`src/rtl/alpaca_ospfb_constants_pkg.sv`:
```
// ---------------------------------------------------------------------------
// alpaca_ospfb_constants_pkg
// Purpose : Build-wide OSPFB constants shared by the filterbank stages.
//           FFT_LEN is the branch count M (frame length).
//           DEC_FAC is the decimation factor D, 1 <= D <= M.
// Ports   : none (package)
// ---------------------------------------------------------------------------
package alpaca_ospfb_constants_pkg;

    localparam int FFT_LEN = 8;
    localparam int DEC_FAC = 6;

endpackage

```
`src/rtl/alpaca_ospfb_ix_pkg.sv`:
```
// ---------------------------------------------------------------------------
// alpaca_ospfb_ix_pkg
// Purpose : Index and phase helpers for the OSPFB phase-compensation and
//           reorder stages. Holds gcd(), the number of distinct circular
//           shift offsets (NUM_STATES), the phase-state type and the
//           ping-pong sequencer state type.
// Ports   : none (package)
// ---------------------------------------------------------------------------
package alpaca_ospfb_ix_pkg;

    import alpaca_ospfb_constants_pkg::*;

    function automatic int gcd(input int a, input int b);
        int x;
        int y;
        int t;
        x = a;
        y = b;
        while (y != 0) begin
            t = x % y;
            x = y;
            y = t;
        end
        return x;
    endfunction

    // The offset walks 0, D, 2D, ... mod M and comes back to 0 after
    // M/gcd(M,D) frames.
    function automatic int num_states(input int m, input int d);
        return m / gcd(m, d);
    endfunction

    // A single-state counter still needs a one-bit port.
    function automatic int state_width(input int n);
        return (n > 1) ? $clog2(n) : 1;
    endfunction

    localparam int NUM_STATES = num_states(FFT_LEN, DEC_FAC);
    localparam int PHASE_W    = state_width(NUM_STATES);

    typedef logic [PHASE_W-1:0] phasecomp_state_t;

    typedef enum logic {
        FILL = 1'b0,
        RUN  = 1'b1
    } phasecomp_fsm_t;

endpackage

```
`src/rtl/phase_offset_ctr.sv`:
```
// ---------------------------------------------------------------------------
// phase_offset_ctr
// Purpose : Modulo-M accumulator stepped by D once per enable. Produces the
//           circular shift offset and the index of that offset within its
//           cycle of NS values. Shared with the PFB reorder stage.
// Ports   :
//   clk           in   system clock, rising edge
//   rst           in   asynchronous active-high reset
//   en            in   advance to the next offset
//   shift_offset  out  current offset, 0..M-1
//   phase_state   out  current offset index, 0..NS-1
// ---------------------------------------------------------------------------
module phase_offset_ctr
    import alpaca_ospfb_ix_pkg::*;
#(
    parameter int M   = alpaca_ospfb_constants_pkg::FFT_LEN,
    parameter int D   = alpaca_ospfb_constants_pkg::DEC_FAC,
    parameter int SW  = $clog2(M),
    parameter int NS  = NUM_STATES,
    parameter int PSW = PHASE_W
) (
    input  logic           clk,
    input  logic           rst,
    input  logic           en,
    output logic [SW-1:0]  shift_offset,
    output logic [PSW-1:0] phase_state
);

    logic [SW-1:0]  r_offset;
    logic [PSW-1:0] r_phase;
    logic [SW:0]    w_sum;
    logic [SW-1:0]  w_offsetNext;

    // Both operands are below M (D may equal M), so one conditional
    // subtract is a complete modulo.
    assign w_sum = {1'b0, r_offset} + (SW+1)'(D);

    always_comb begin
        w_offsetNext = w_sum[SW-1:0];
        if (w_sum >= (SW+1)'(M)) begin
            w_offsetNext = SW'(w_sum - (SW+1)'(M));
        end
    end

    // With NS == 1 the wrap compare is always true, pinning phase at 0.
    always_ff @(posedge clk or posedge rst) begin
        if (rst) begin
            r_offset <= '0;
            r_phase  <= '0;
        end else if (en) begin
            r_offset <= w_offsetNext;
            if (r_phase == PSW'(NS - 1)) begin
                r_phase <= '0;
            end else begin
                r_phase <= r_phase + PSW'(1);
            end
        end
    end

    assign shift_offset = r_offset;
    assign phase_state  = r_phase;

endmodule

```
`src/rtl/phasecomp_ctrl.sv`:
```
// ---------------------------------------------------------------------------
// phasecomp_ctrl
// Purpose : Sequencer for the OSPFB phase-compensation ping-pong RAM
//           (2*FFT_LEN deep). Each accepted upstream beat writes one sample
//           into the write bank and, once the first frame is in, reads one
//           sample from the other bank rotated by the current shift offset.
// Ports   :
//   clk, rst         clock, asynchronous active-high reset
//   s_axis_tvalid    in   upstream sample valid
//   s_axis_tready    out  upstream ready (combinational)
//   m_axis_tvalid    out  RAM read data valid (registered)
//   m_axis_tready    in   downstream ready
//   m_axis_tlast     out  last beat of an output frame (registered)
//   ram_we/waddr     out  RAM write strobe / address
//   ram_re/raddr     out  RAM read strobe / address (dout updates on ram_re)
//   shift_offset     out  offset applied to the frame being read
//   phase_state      out  index of the current offset
// ---------------------------------------------------------------------------
module phasecomp_ctrl
    import alpaca_ospfb_ix_pkg::*;
#(
    parameter  int FFT_LEN = alpaca_ospfb_constants_pkg::FFT_LEN,
    parameter  int DEC_FAC = alpaca_ospfb_constants_pkg::DEC_FAC,
    parameter  int AW      = $clog2(2 * FFT_LEN),
    parameter  int SW      = $clog2(FFT_LEN),
    localparam int NSTATES = num_states(FFT_LEN, DEC_FAC),
    localparam int PSW     = state_width(NSTATES)
) (
    input  logic           clk,
    input  logic           rst,
    input  logic           s_axis_tvalid,
    output logic           s_axis_tready,
    output logic           m_axis_tvalid,
    input  logic           m_axis_tready,
    output logic           m_axis_tlast,
    output logic           ram_we,
    output logic [AW-1:0]  ram_waddr,
    output logic           ram_re,
    output logic [AW-1:0]  ram_raddr,
    output logic [SW-1:0]  shift_offset,
    output logic [PSW-1:0] phase_state
);

    phasecomp_fsm_t r_state;
    phasecomp_fsm_t w_nextState;

    logic          r_wbank;
    logic [SW-1:0] r_widx;
    logic          r_mValid;
    logic          r_mLast;

    logic          w_sReady;
    logic          w_advance;
    logic          w_lastIdx;
    logic          w_frameEnd;
    logic          w_offsetEn;
    logic [SW-1:0] w_offset;
    logic [SW:0]   w_ridxSum;
    logic [SW-1:0] w_rdIdx;

    // FILL never stalls: nothing is being read, so there is no output to
    // back up.
    assign w_sReady   = (r_state == FILL) || !r_mValid || m_axis_tready;
    assign w_advance  = s_axis_tvalid && w_sReady;
    assign w_lastIdx  = (r_widx == SW'(FFT_LEN - 1));
    assign w_frameEnd = w_advance && w_lastIdx;
    assign w_offsetEn = w_frameEnd && (r_state == RUN);

    phase_offset_ctr #(
        .M   (FFT_LEN),
        .D   (DEC_FAC),
        .SW  (SW),
        .NS  (NSTATES),
        .PSW (PSW)
    ) u_phase_offset_ctr (
        .clk          (clk),
        .rst          (rst),
        .en           (w_offsetEn),
        .shift_offset (w_offset),
        .phase_state  (phase_state)
    );

    assign shift_offset = w_offset;

    // Read index equals write index; rotate it by the offset mod M.
    assign w_ridxSum = {1'b0, r_widx} + {1'b0, w_offset};

    always_comb begin
        w_rdIdx = w_ridxSum[SW-1:0];
        if (w_ridxSum >= (SW+1)'(FFT_LEN)) begin
            w_rdIdx = SW'(w_ridxSum - (SW+1)'(FFT_LEN));
        end
    end

    always_ff @(posedge clk or posedge rst) begin
        if (rst) begin
            r_state <= FILL;
        end else begin
            r_state <= w_nextState;
        end
    end

    always_comb begin
        w_nextState = r_state;
        if ((r_state == FILL) && w_frameEnd) begin
            w_nextState = RUN;
        end
    end

    // Reads always come from the bank opposite the write bank. The read
    // address is parked at 0 while filling so it matches the reset value.
    always_comb begin
        s_axis_tready = w_sReady;
        ram_we        = w_advance;
        ram_waddr     = r_wbank ? (AW'(FFT_LEN) + AW'(r_widx)) : AW'(r_widx);
        ram_re        = 1'b0;
        ram_raddr     = '0;
        if (r_state == RUN) begin
            ram_re    = w_advance;
            ram_raddr = r_wbank ? AW'(w_rdIdx) : (AW'(FFT_LEN) + AW'(w_rdIdx));
        end
    end

    always_ff @(posedge clk or posedge rst) begin
        if (rst) begin
            r_wbank <= 1'b0;
            r_widx  <= '0;
        end else if (w_advance) begin
            if (w_lastIdx) begin
                r_widx  <= '0;
                r_wbank <= !r_wbank;
            end else begin
                r_widx  <= r_widx + SW'(1);
            end
        end
    end

    // Valid/last track the RAM dout register: set on a read, cleared once
    // the beat is taken without a new read behind it, held while stalled.
    always_ff @(posedge clk or posedge rst) begin
        if (rst) begin
            r_mValid <= 1'b0;
            r_mLast  <= 1'b0;
        end else if (w_advance && (r_state == RUN)) begin
            r_mValid <= 1'b1;
            r_mLast  <= w_lastIdx;
        end else if (m_axis_tready) begin
            r_mValid <= 1'b0;
            r_mLast  <= 1'b0;
        end
    end

    assign m_axis_tvalid = r_mValid;
    assign m_axis_tlast  = r_mLast;

endmodule

```
`config.mk`:
```
export PLATFORM = sky130hd
export DESIGN_NAME = phasecomp_ctrl
export DESIGN_NICKNAME = d
export VERILOG_FILES = /design/src/rtl/alpaca_ospfb_constants_pkg.sv /design/src/rtl/alpaca_ospfb_ix_pkg.sv /design/src/rtl/phase_offset_ctr.sv /design/src/rtl/phasecomp_ctrl.sv
export SDC_FILE = /design/constraint.sdc
export NUM_CORES = 1
export LEC_CHECK = 0
export ABC_AREA = 1
export ABC_CLOCK_PERIOD_IN_PS = 1600
export CAP_MARGIN = 0
export CORE_UTILIZATION = 40
export DETAILED_ROUTE_END_ITERATION = 12
export GPL_TIMING_DRIVEN = 0
export PLACE_DENSITY = 0.73
export SLEW_MARGIN = 5
export SYNTH_ARGS = -nofsm -noshare
export SYNTH_HDL_FRONTEND = slang
export SYNTH_SLANG_ARGS = --single-unit
```
`constraint.sdc`:
```
create_clock -name clk -period 1.6 [get_ports clk]
set_input_delay 0.32 -clock clk [delete_from_list [all_inputs] [get_ports clk]]
set_output_delay 0.32 -clock clk [all_outputs]
set_load 0.02 [all_outputs]
```
==> results of run 1 <==
-- worst min path at each step --
stage | from | end | slack (ns) | cells past startpoint
finish | rst | r_widx[2]$_DFFE_PP0P_ | 0.34 | 2
global placement | m_axis_tlast$_DFFE_PP0P_ | m_axis_tlast$_DFFE_PP0P_ | 0.49 | 2
detailed placement | u_phase_offset_ctr.phase_state[1]$_DFFE_PP0P_ | u_phase_offset_ctr.phase_state[1]$_DFFE_PP0P_ | 0.50 | 2
global route | rst | u_phase_offset_ctr.phase_state[1]$_DFFE_PP0P_ | 0.38 | 2
floorplan | rst | m_axis_tlast$_DFFE_PP0P_ | 0.17 | 1
CTS | rst | r_widx[2]$_DFFE_PP0P_ | 0.36 | 2
-- cell usage in the layout (no fill, tap or decap) --
cell / instances
nand2_1: 29
buf_4: 11
dlygate4sd2_1: 10
dfrtp_1: 9
inv_1: 7
nor2_1: 5
ha_1: 4
nand4_1: 3
clkbuf_4: 3
dlymetal6s2s_1: 3
nand3_2: 2
nand3_1: 2
clkdlybuf4s50_1: 2
buf_2: 2
dfrtp_2: 2
inv_2: 1
nand2_2: 1
nor2_4: 1
nand3_4: 1
nand2_4: 1
inv_4: 1
xnor2_1: 1
or2_4: 1
a21oi_1: 1
conb_1: 1
clkbuf_1: 1
clkdlybuf4s15_1: 1
-- state kept, by name, summed over array words and instances, names as in the netlist --
signal / count
m_axis_tlast: 1
u_phase_offset_ctr.phase_state: 2
r_widx: 3
r_wbank: 1
u_phase_offset_ctr.shift_offset: 2
r_state: 1
m_axis_tvalid: 1
-- worst max-delay path, cell delays in order (launching register included) --
cell and delay, ns:
dfrtp_2 0.43, or2_4 0.24, a21oi_1 0.12, nor2_1 0.06
buf_4 0.15
-- per-layer routing --
layer | global-route usage (%) | wire length (um) | vias to the layer above
li1 | - | - | 292
met1 | 20.7 | 621 | 249
met2 | 30.1 | 588 | 15
met3 | 3.26 | 57 | 2
met4 | 9.68 | 11 | 0
met5 | 0 | 0 | -
-- stage by stage --
step,total power [uW],TNS [ns],hold slack [ns],instance area (sq um)
final,1550,0,0.344,906
after global routing,1680,-0.0397,0.385,906
after CTS,1500,-0.0254,0.356,850
after detailed placement,1380,-1.74,0.498,832
after global placement,1360,-1.70,0.488,832
after floorplan,980,0,0.172,613
-- synth_stat cells --
cell	number	area [sq um]
a21oi_1	1	5.00
buf_4	2	15.0
conb_1	1	3.75
dfrtp_1	11	275
ha_1	4	50.1
inv_1	8	30.0
inv_2	1	3.75
nand2_1	30	113
nand2_4	1	11.3
nand3_1	3	15.0
nand3_2	1	10.0
nand3_4	1	17.5
nand4_1	3	18.8
nor2_1	5	18.8
nor2_4	1	11.3
or2_2	1	6.26
xnor2_1	1	8.76
-- repair_timing --
action / in CTS / in global routing
cloned: 0 / 0
pin swaps: 1 / 0
hold buffers: 0 / 0
setup endpoints to repair: 15 / 6
gates resized for setup: 33 / 7
buffers inserted: 2 / 5
-- cell type report --
class                   instances  area (sq um)
plain buffers                   2          15.0
clock buffers                   4          26.3
fillers                       126           460
inverters                       9          36.3
multi-input cells              53           299
flip-flops and latches         11           278
well taps                      15          18.8
repair buffers                 27           233
-- logic make-up (layout without fill, tap and decap cells) --
kind of cell | Yosys count | in the layout | synth area share [%]
xor gates and xnor gates | 1 | 1 | 1.43
buffers and inverters | 11 | 42 | 7.96
DFF | 11 | 11 | 44.9
adders and majority gates | 4 | 4 | 8.16
AOI/OAI and AO/OA | 1 | 1 | 0.816
and+or+nand+nor | 46 | 46 | 36.1
other | 1 | 1 | 0.612
-- power breakdown --
group / leakage (uW) / internal, uW / total [uW] / switching [uW]
registers: 0.000134 / 375 / 461 / 86.3
logic: 0.000401 / 411 / 904 / 493
clock network: 0.0000150 / 96.2 / 184 / 87.7
==> impl_metrics.tcl, run 1 <==
set metrics [dict create \
    crit_arrival_ns 1.26 \
    drt_iter0_drc 3 \
    wirelength_um 1280 \
    holdCritPathClass "primary input to asynchronous set/reset pin" \
    cts_tree "yes" \
    final_cells 121 \
    grt_max_degree 12 \
    reg2reg_from "r_widx[1]$_DFFE_PP0P_" \
    start_util_pct 44.9 \
    path_max_fanout 4 \
    clock-skew-final_ns 0.00312 \
    synth_nets 83 \
    antenna_found_initial 0 \
    syn-cell-area_sq_um 613 \
    fmax_mhz 633 \
    drv_cap 0 \
    grtUsageTotal_pct 17.7 \
    syn_avg_cell_area_sq_um 8.17 \
    fin_util_pct 66.3 \
    critPathKind "flop to output port" \
    vias_per_cell 4.61 \
    finalCritPeriodShare_pct 98.7 \
    yosys_warnings 0 \
    r2r.worst_path.cells 6 \
    cts-buffers-inserted 3 \
    die_area_sq_um 1690 \
    pre_cts_ws_ns -0.541 \
    grt_pass1_wl_um 1930 \
    nets 115 \
    diodes 0 \
    rsz0062_at_grt "yes" \
    period_needed_ns 1.58 \
    insertion_delay_ns 0.26 \
    dr.pass1.iters 3 \
    place_congestion 0.642 \
    drc 0 \
    dp_hpwl_um 913 \
    cp-startpoint "u_phase_offset_ctr.shift_offset[2]$_DFFE_PP0P_" \
    num_vias 558 \
    numClockSinks 11 \
    die_h_um 41.2 \
    p_leak_uw 0.000550 \
    r2r_setup_slack_ns 0.19 \
    syn_inst 75 \
    routedWlPerCell_um 10.6 \
    area_growth_pct 47.8 \
    ir_drop_mv 0.930 \
    root_buffer "clkbuf_4" \
    clk_pin_slew_ns 0.07 \
    placed_cells 110 \
    drive_gt1_share_pct 25.5 \
    die_x_um 41.2 \
    setup_viol 0 \
    finalHoldViolCount 0 \
    start_kind "flop" \
    grt_pass1_vias 472 \
    crit_required_ns 1.28 \
    crit_end "ram_raddr[2]" \
    regToRegEndpoint "u_phase_offset_ctr.phase_state[0]$_DFFE_PP0P_" \
    num_rows 13 \
    fp.coreArea_sq_um 1370 \
    outcome "finished clean" \
    drv_slew 0 \
    ys_seq_elements 11 \
    synth.distinct_cells 17 \
    clockBufferDepth 2 \
    power_density_nw_per_um2 1710 \
    yosysSeqAreaShare_pct 44.9 \
    antenna_left 0 \
    setup_ws_ns 0.0201 \
    num_io_pins 22 \
    numPortBuffers 20 \
    endpoint_kind "output port" \
    overflow 0 \
    htreeDepth 1 \
]
No activity file was read; power rests on OpenSTA's default activity.
==> run 2, diff against run 1 <==
ABC_CLOCK_PERIOD_IN_PS = not set   (was 1600)
CTS_BUF_LIST = sky130_fd_sc_hd__clkbuf_16   (was not set)
==> run 2 against run 1 <==
  * Global-route usage grew 2.4 points
  * Sequential share of layout area shrank 2.5 points
  * Worst setup slack gained 0.016 ns
  * Cell area grew 8.6%
  * Sequential power grew 2%
  * Critical path depth shrank 1
==> impl_metrics.tcl, run 2 (synthesis results as in run 1) <==
set metrics [dict create \
    num_rows 13 \
    reg2reg_from "r_widx[1]$_DFFE_PP0P_" \
    outcome "finished clean" \
    clock-skew-final_ns 0.00107 \
    critPathKind "flop to output port" \
    grt_pass1_vias 523 \
    root_buffer "clkbuf_16" \
    grt_max_degree 12 \
    start_kind "flop" \
    fmax_mhz 639 \
    path_max_fanout 7 \
    setup_viol 0 \
    antenna_found_initial 0 \
    seq_area_sq_um 277 \
    antenna_left 0 \
    fin_util_pct 72.0 \
    slowest_delay_ns 0.47 \
    die_area_sq_um 1690 \
    wirelength_um 1460 \
    multi_input_area_sq_um 314 \
    power_uw 1860 \
    drt_iter0_drc 17 \
    largest_reg_flops 3 \
    area_growth_pct 60.4 \
    insertion_delay_ns 0.23 \
    top_register "r_widx" \
    drive_gt1_share_pct 25.5 \
    final_cells 121 \
    crit_arrival_ns 1.24 \
    start_util_pct 44.9 \
    cpMaxStageDelayCell "dfrtp_2" \
    dp_hpwl_um 913 \
    hold_buffers 0 \
    overflow 0 \
    hold-worst-slack_ns 0.374 \
    worstPathCellList "inv_1 -> nor2_1 -> dlygate4sd2_1" \
    diodes 0 \
    drv_cap 0 \
    clockBufferDepth 2 \
    num_io_pins 22 \
    rsz0062_at_grt "yes" \
    die_x_um 41.2 \
    numClockSinks 11 \
    r2r.worst_path.cells 5 \
    final.fill_count 104 \
    finalCritPeriodShare_pct 97.7 \
    p_leak_uw 0.000588 \
    grt_pass1_wl_um 2130 \
    regToRegEndpoint "u_phase_offset_ctr.shift_offset[1]$_DFFE_PP0P_" \
    layout_common_cells "nand2_1 (29), buf_4 (12), dfrtp_1 (10)" \
    design_area_sq_um 983 \
    period_needed_ns 1.56 \
    endpoint_kind "output port" \
    nets 115 \
    num_vias 591 \
    placed_cells 110 \
    drc 0 \
    dpl-instance-area_sq_um 832 \
    grtUsageTotal_pct 20.1 \
    dr.pass1.iters 3 \
    layout_commonest_cell "nand2_1" \
    ir_drop_mv 1.05 \
    power_density_nw_per_um2 1890 \
    fp.coreArea_sq_um 1370 \
    clk_pin_slew_ns 0.04 \
    htreeDepth 1 \
    routedWlPerCell_um 12.0 \
    die_h_um 41.2 \
    cts_tree "yes" \
    place_congestion 0.642 \
    numPortBuffers 20 \
    crit_required_ns 1.28 \
    holdCritPathClass "primary input to asynchronous set/reset pin" \
    finalHoldViolCount 0 \
    cts-buffers-inserted 3 \
    r2r_setup_slack_ns 0.15 \
    vias_per_cell 4.88 \
    drv_slew 0 \
]
==> run 2: cell types whose count changed in the layout (fill, tap and decap cells not counted), sizes merged <==
cell,change
clkdlybuf4s50,+3
dlymetal6s2s,+2
inv,+1
dlygate4sd2,-5
clkbuf,-1
==> run 2: layout make-up <==
class	count	share of cell area (%)
timing repair buffer	27	25.1
tap	15	1.91
inverter	9	3.44
multi-input combinational	53	31.9
buffer	2	1.53
clock inverter	1	0.382
sequential	11	28.1
clock buffer	3	7.63
==> run 2: worst max-delay path, delay by kind of cell, from the launching register on <==
kind	cells	cell delay, ns
simple gates	1	0.09
flops	1	0.47
buf+inv	2	0.45
==> run 2: worst max path at each step <==
stage                                                        start      endpoint  slack [ns]
detailed placement                                   m_axis_tready        ram_re       -0.54
global route        u_phase_offset_ctr.shift_offset[2]$_DFFE_PP0P_  ram_raddr[2]      -0.003
global placement                                     s_axis_tvalid        ram_re       -0.52
CTS                                                  m_axis_tready        ram_re      -0.005
finish                                         r_state$_DFFE_PP0P_  ram_raddr[3]        0.04
floorplan           u_phase_offset_ctr.shift_offset[2]$_DFFE_PP0P_  ram_raddr[2]        0.08
==> run 2: timing repair <==
item / CTS / global route
setup endpoints to repair: 10 / 8
setup buffers: 2 / 5
gates cloned: 0 / 0
gates resized for setup: 29 / 10
==> run 2: per-layer routing <==
metal / up-vias / part of all wire (%) / GRT usage, %
li1: 292 / - / -
met1: 280 / 42 / 20.7
met2: 17 / 52 / 35.5
met3: 2 / 5.5 / 6.52
met4: 0 / 0.76 / 10.5
met5: - / 0 / 0
==> run 2: through the flow <==
stage | TNS (ns) | worst slack (ns)
after floorplan | 0 | 0.0805
after global placement | -1.70 | -0.522
after detailed placement | -1.74 | -0.541
after CTS | -0.00503 | -0.00503
after global routing | -0.00467 | -0.00332
final | 0 | 0.0362
==> run 2: power by group <==
group,internal [uW],total [uW],switching [uW]
clock network,327,444,116
registers,374,471,96.9
logic,446,947,502
==> run 3, diff against run 2 <==
CTS_BUF_LIST = sky130_fd_sc_hd__clkbuf_4 sky130_fd_sc_hd__clkbuf_8 sky130_fd_sc_hd__clkbuf_16   (was sky130_fd_sc_hd__clkbuf_16)
==> run 3 against run 2 <==
  * Clock power down 55%
  * Sequential power is 2% lower
  * Critical path depth grew 1
  * Fmax decreased by 1.0%
  * Cell area is 7.1% lower
  * Sequential share of layout area up 2.3 points
  * Utilization decreased by 5.1 points
  * Final cell count is the same
  * Total power is 16% lower
  * Register-to-register slack improved by 0.03 ns
  * Non-clock buffer count unchanged
  * Global-route usage fell by 2.4 points
  * Critical path type unchanged
  * Critical endpoint is now ram_raddr[2]
  * Largest power group unchanged
==> impl_metrics.tcl, run 3 (synthesis results as in run 1) <==
set metrics [dict create \
    clockBufferDepth 2 \
    overflow 0 \
    htreeDepth 1 \
    p_leak_uw 0.000563 \
    outcome "finished clean" \
    grt_pass1_vias 472 \
    cts_tree "yes" \
    place_congestion 0.642 \
    dr.pass1.iters 2 \
    cp-startpoint "u_phase_offset_ctr.shift_offset[2]$_DFFE_PP0P_" \
    vias_per_cell 4.62 \
    clk_pin_slew_ns 0.07 \
    clock_power_share_pct 12.8 \
    drt_iter0_drc 3 \
    p_int_uw 904 \
    layout_commonest_cell "nand2_1" \
    area_growth_pct 49.0 \
    die_x_um 41.2 \
    combPwrFrac_pct 57.9 \
    path_max_fanout 4 \
    layout_common_cells "nand2_1 (29), buf_4 (11), dlygate4sd2_1 (9), dfrtp_1 (9), inv_1 (7)" \
    endpoint_kind "output port" \
    wirelength_um 1280 \
    ir_drop_mv 0.931 \
    antenna_found_initial 0 \
    nets 115 \
    finalCritPeriodShare_pct 98.7 \
    routedWlPerCell_um 10.6 \
    setup_viol 0 \
    start_util_pct 44.9 \
    finalHoldViolCount 0 \
    dp_hpwl_um 913 \
    cts-buffers-inserted 3 \
    clock-skew-final_ns 0.00317 \
    power_density_nw_per_um2 1720 \
    final.fill_count 122 \
    start_kind "flop" \
    insertion_delay_ns 0.26 \
    critPathKind "flop to output port" \
    grt_max_degree 12 \
    hold_buffers 0 \
    period_needed_ns 1.58 \
    grtUsageTotal_pct 17.7 \
    numClockSinks 11 \
    num_rows 13 \
    fp.coreArea_sq_um 1370 \
    holdCritPathClass "primary input to asynchronous set/reset pin" \
    fmax_mhz 633 \
    crit_end "ram_raddr[2]" \
    largest_reg_flops 3 \
    switchingPower_uw 667 \
    antenna_left 0 \
    r2r_setup_slack_ns 0.18 \
    regToRegEndpoint "u_phase_offset_ctr.phase_state[0]$_DFFE_PP0P_" \
    p_seq_share_pct 29.4 \
    root_buffer "clkbuf_4" \
    drive_gt1_share_pct 26.4 \
    drv_slew 0 \
    grt_pass1_wl_um 1930 \
    diodes 0 \
    fin_util_pct 66.8 \
    numPortBuffers 20 \
    die_h_um 41.2 \
    top_register "r_widx" \
    crit_required_ns 1.28 \
    rsz0062_at_grt "yes" \
    hold-worst-slack_ns 0.345 \
    r2r.worst_path.cells 6 \
    crit_arrival_ns 1.26 \
    swShare_pct 42.5 \
    drv_cap 0 \
    die_area_sq_um 1690 \
    drc 0 \
    reg2reg_from "r_widx[1]$_DFFE_PP0P_" \
    num_io_pins 22 \
    num_vias 559 \
]
## run 3: repair_timing
| item | CTS | global route |
|---|---|---|
| endpoints found under the setup margin | 14 | 7 |
| gates resized for setup | 32 | 8 |
| cloned | 0 | 0 |
| pin swaps | 1 | 0 |
| buffers inserted | 2 | 5 |
## run 3: worst min-delay path by stage
stage,start,endpoint,slack [ns],cells past startpoint
2_1_floorplan,rst,m_axis_tlast$_DFFE_PP0P_,0.17,1
3_3_place_gp,m_axis_tlast$_DFFE_PP0P_,m_axis_tlast$_DFFE_PP0P_,0.49,2
3_5_place_dp,u_phase_offset_ctr.phase_state[1]$_DFFE_PP0P_,u_phase_offset_ctr.phase_state[1]$_DFFE_PP0P_,0.50,2
4_1_cts,rst,r_widx[2]$_DFFE_PP0P_,0.36,2
5_1_grt,rst,u_phase_offset_ctr.phase_state[1]$_DFFE_PP0P_,0.38,2
6_report,rst,r_widx[2]$_DFFE_PP0P_,0.34,2
## run 3: through the flow
stage                     total power [uW]  setup WS, ns  std cells  area [sq um]  TNS, ns
after floorplan                        980        0.0805         75           613        0
after CTS                             1520       -0.0236        116           855  -0.0236
after detailed placement              1380        -0.541        110           832    -1.74
after global routing                  1700       -0.0405        121           913  -0.0405
final                                 1570        0.0203        121           913        0
after global placement                1360        -0.522        110           832    -1.70
## run 3: final cells by class
class | instances | area, sq um | area share (%)
timing repair buffer | 27 | 236 | 25.9
inverter | 9 | 36.3 | 3.97
multi-input combinational | 53 | 299 | 32.7
tap | 15 | 18.8 | 2.05
buffer | 2 | 15.0 | 1.64
clock buffer | 4 | 30.0 | 3.29
sequential | 11 | 278 | 30.4
## run 3: routing by layer
| layer | wire length [um] | global-route usage (%) | part of all wire, % | up-vias |
|---|---|---|---|---|
| li1 | - | - | - | 292 |
| met1 | 623 | 20.7 | 49 | 250 |
| met2 | 586 | 30.1 | 46 | 15 |
| met4 | 11 | 9.68 | 0.86 | 0 |
| met5 | 0 | 0 | 0 | - |
| met3 | 57 | 3.26 | 4.5 | 2 |
## run 3: power by group through the flow
stage	sequential, uW	clock [uW]	combinational (uW)
global placement	480	0	879
detailed placement	488	0	892
global route	474	218	1010
CTS	478	205	839
floorplan	572	0	408
finish	462	200	910
## run 3: critical path, cell delays in order (launching register included)
cell and delay, ns:
dfrtp_2 0.43, or2_4 0.24, a21oi_1 0.12, nor2_1 0.06
buf_4 0.15
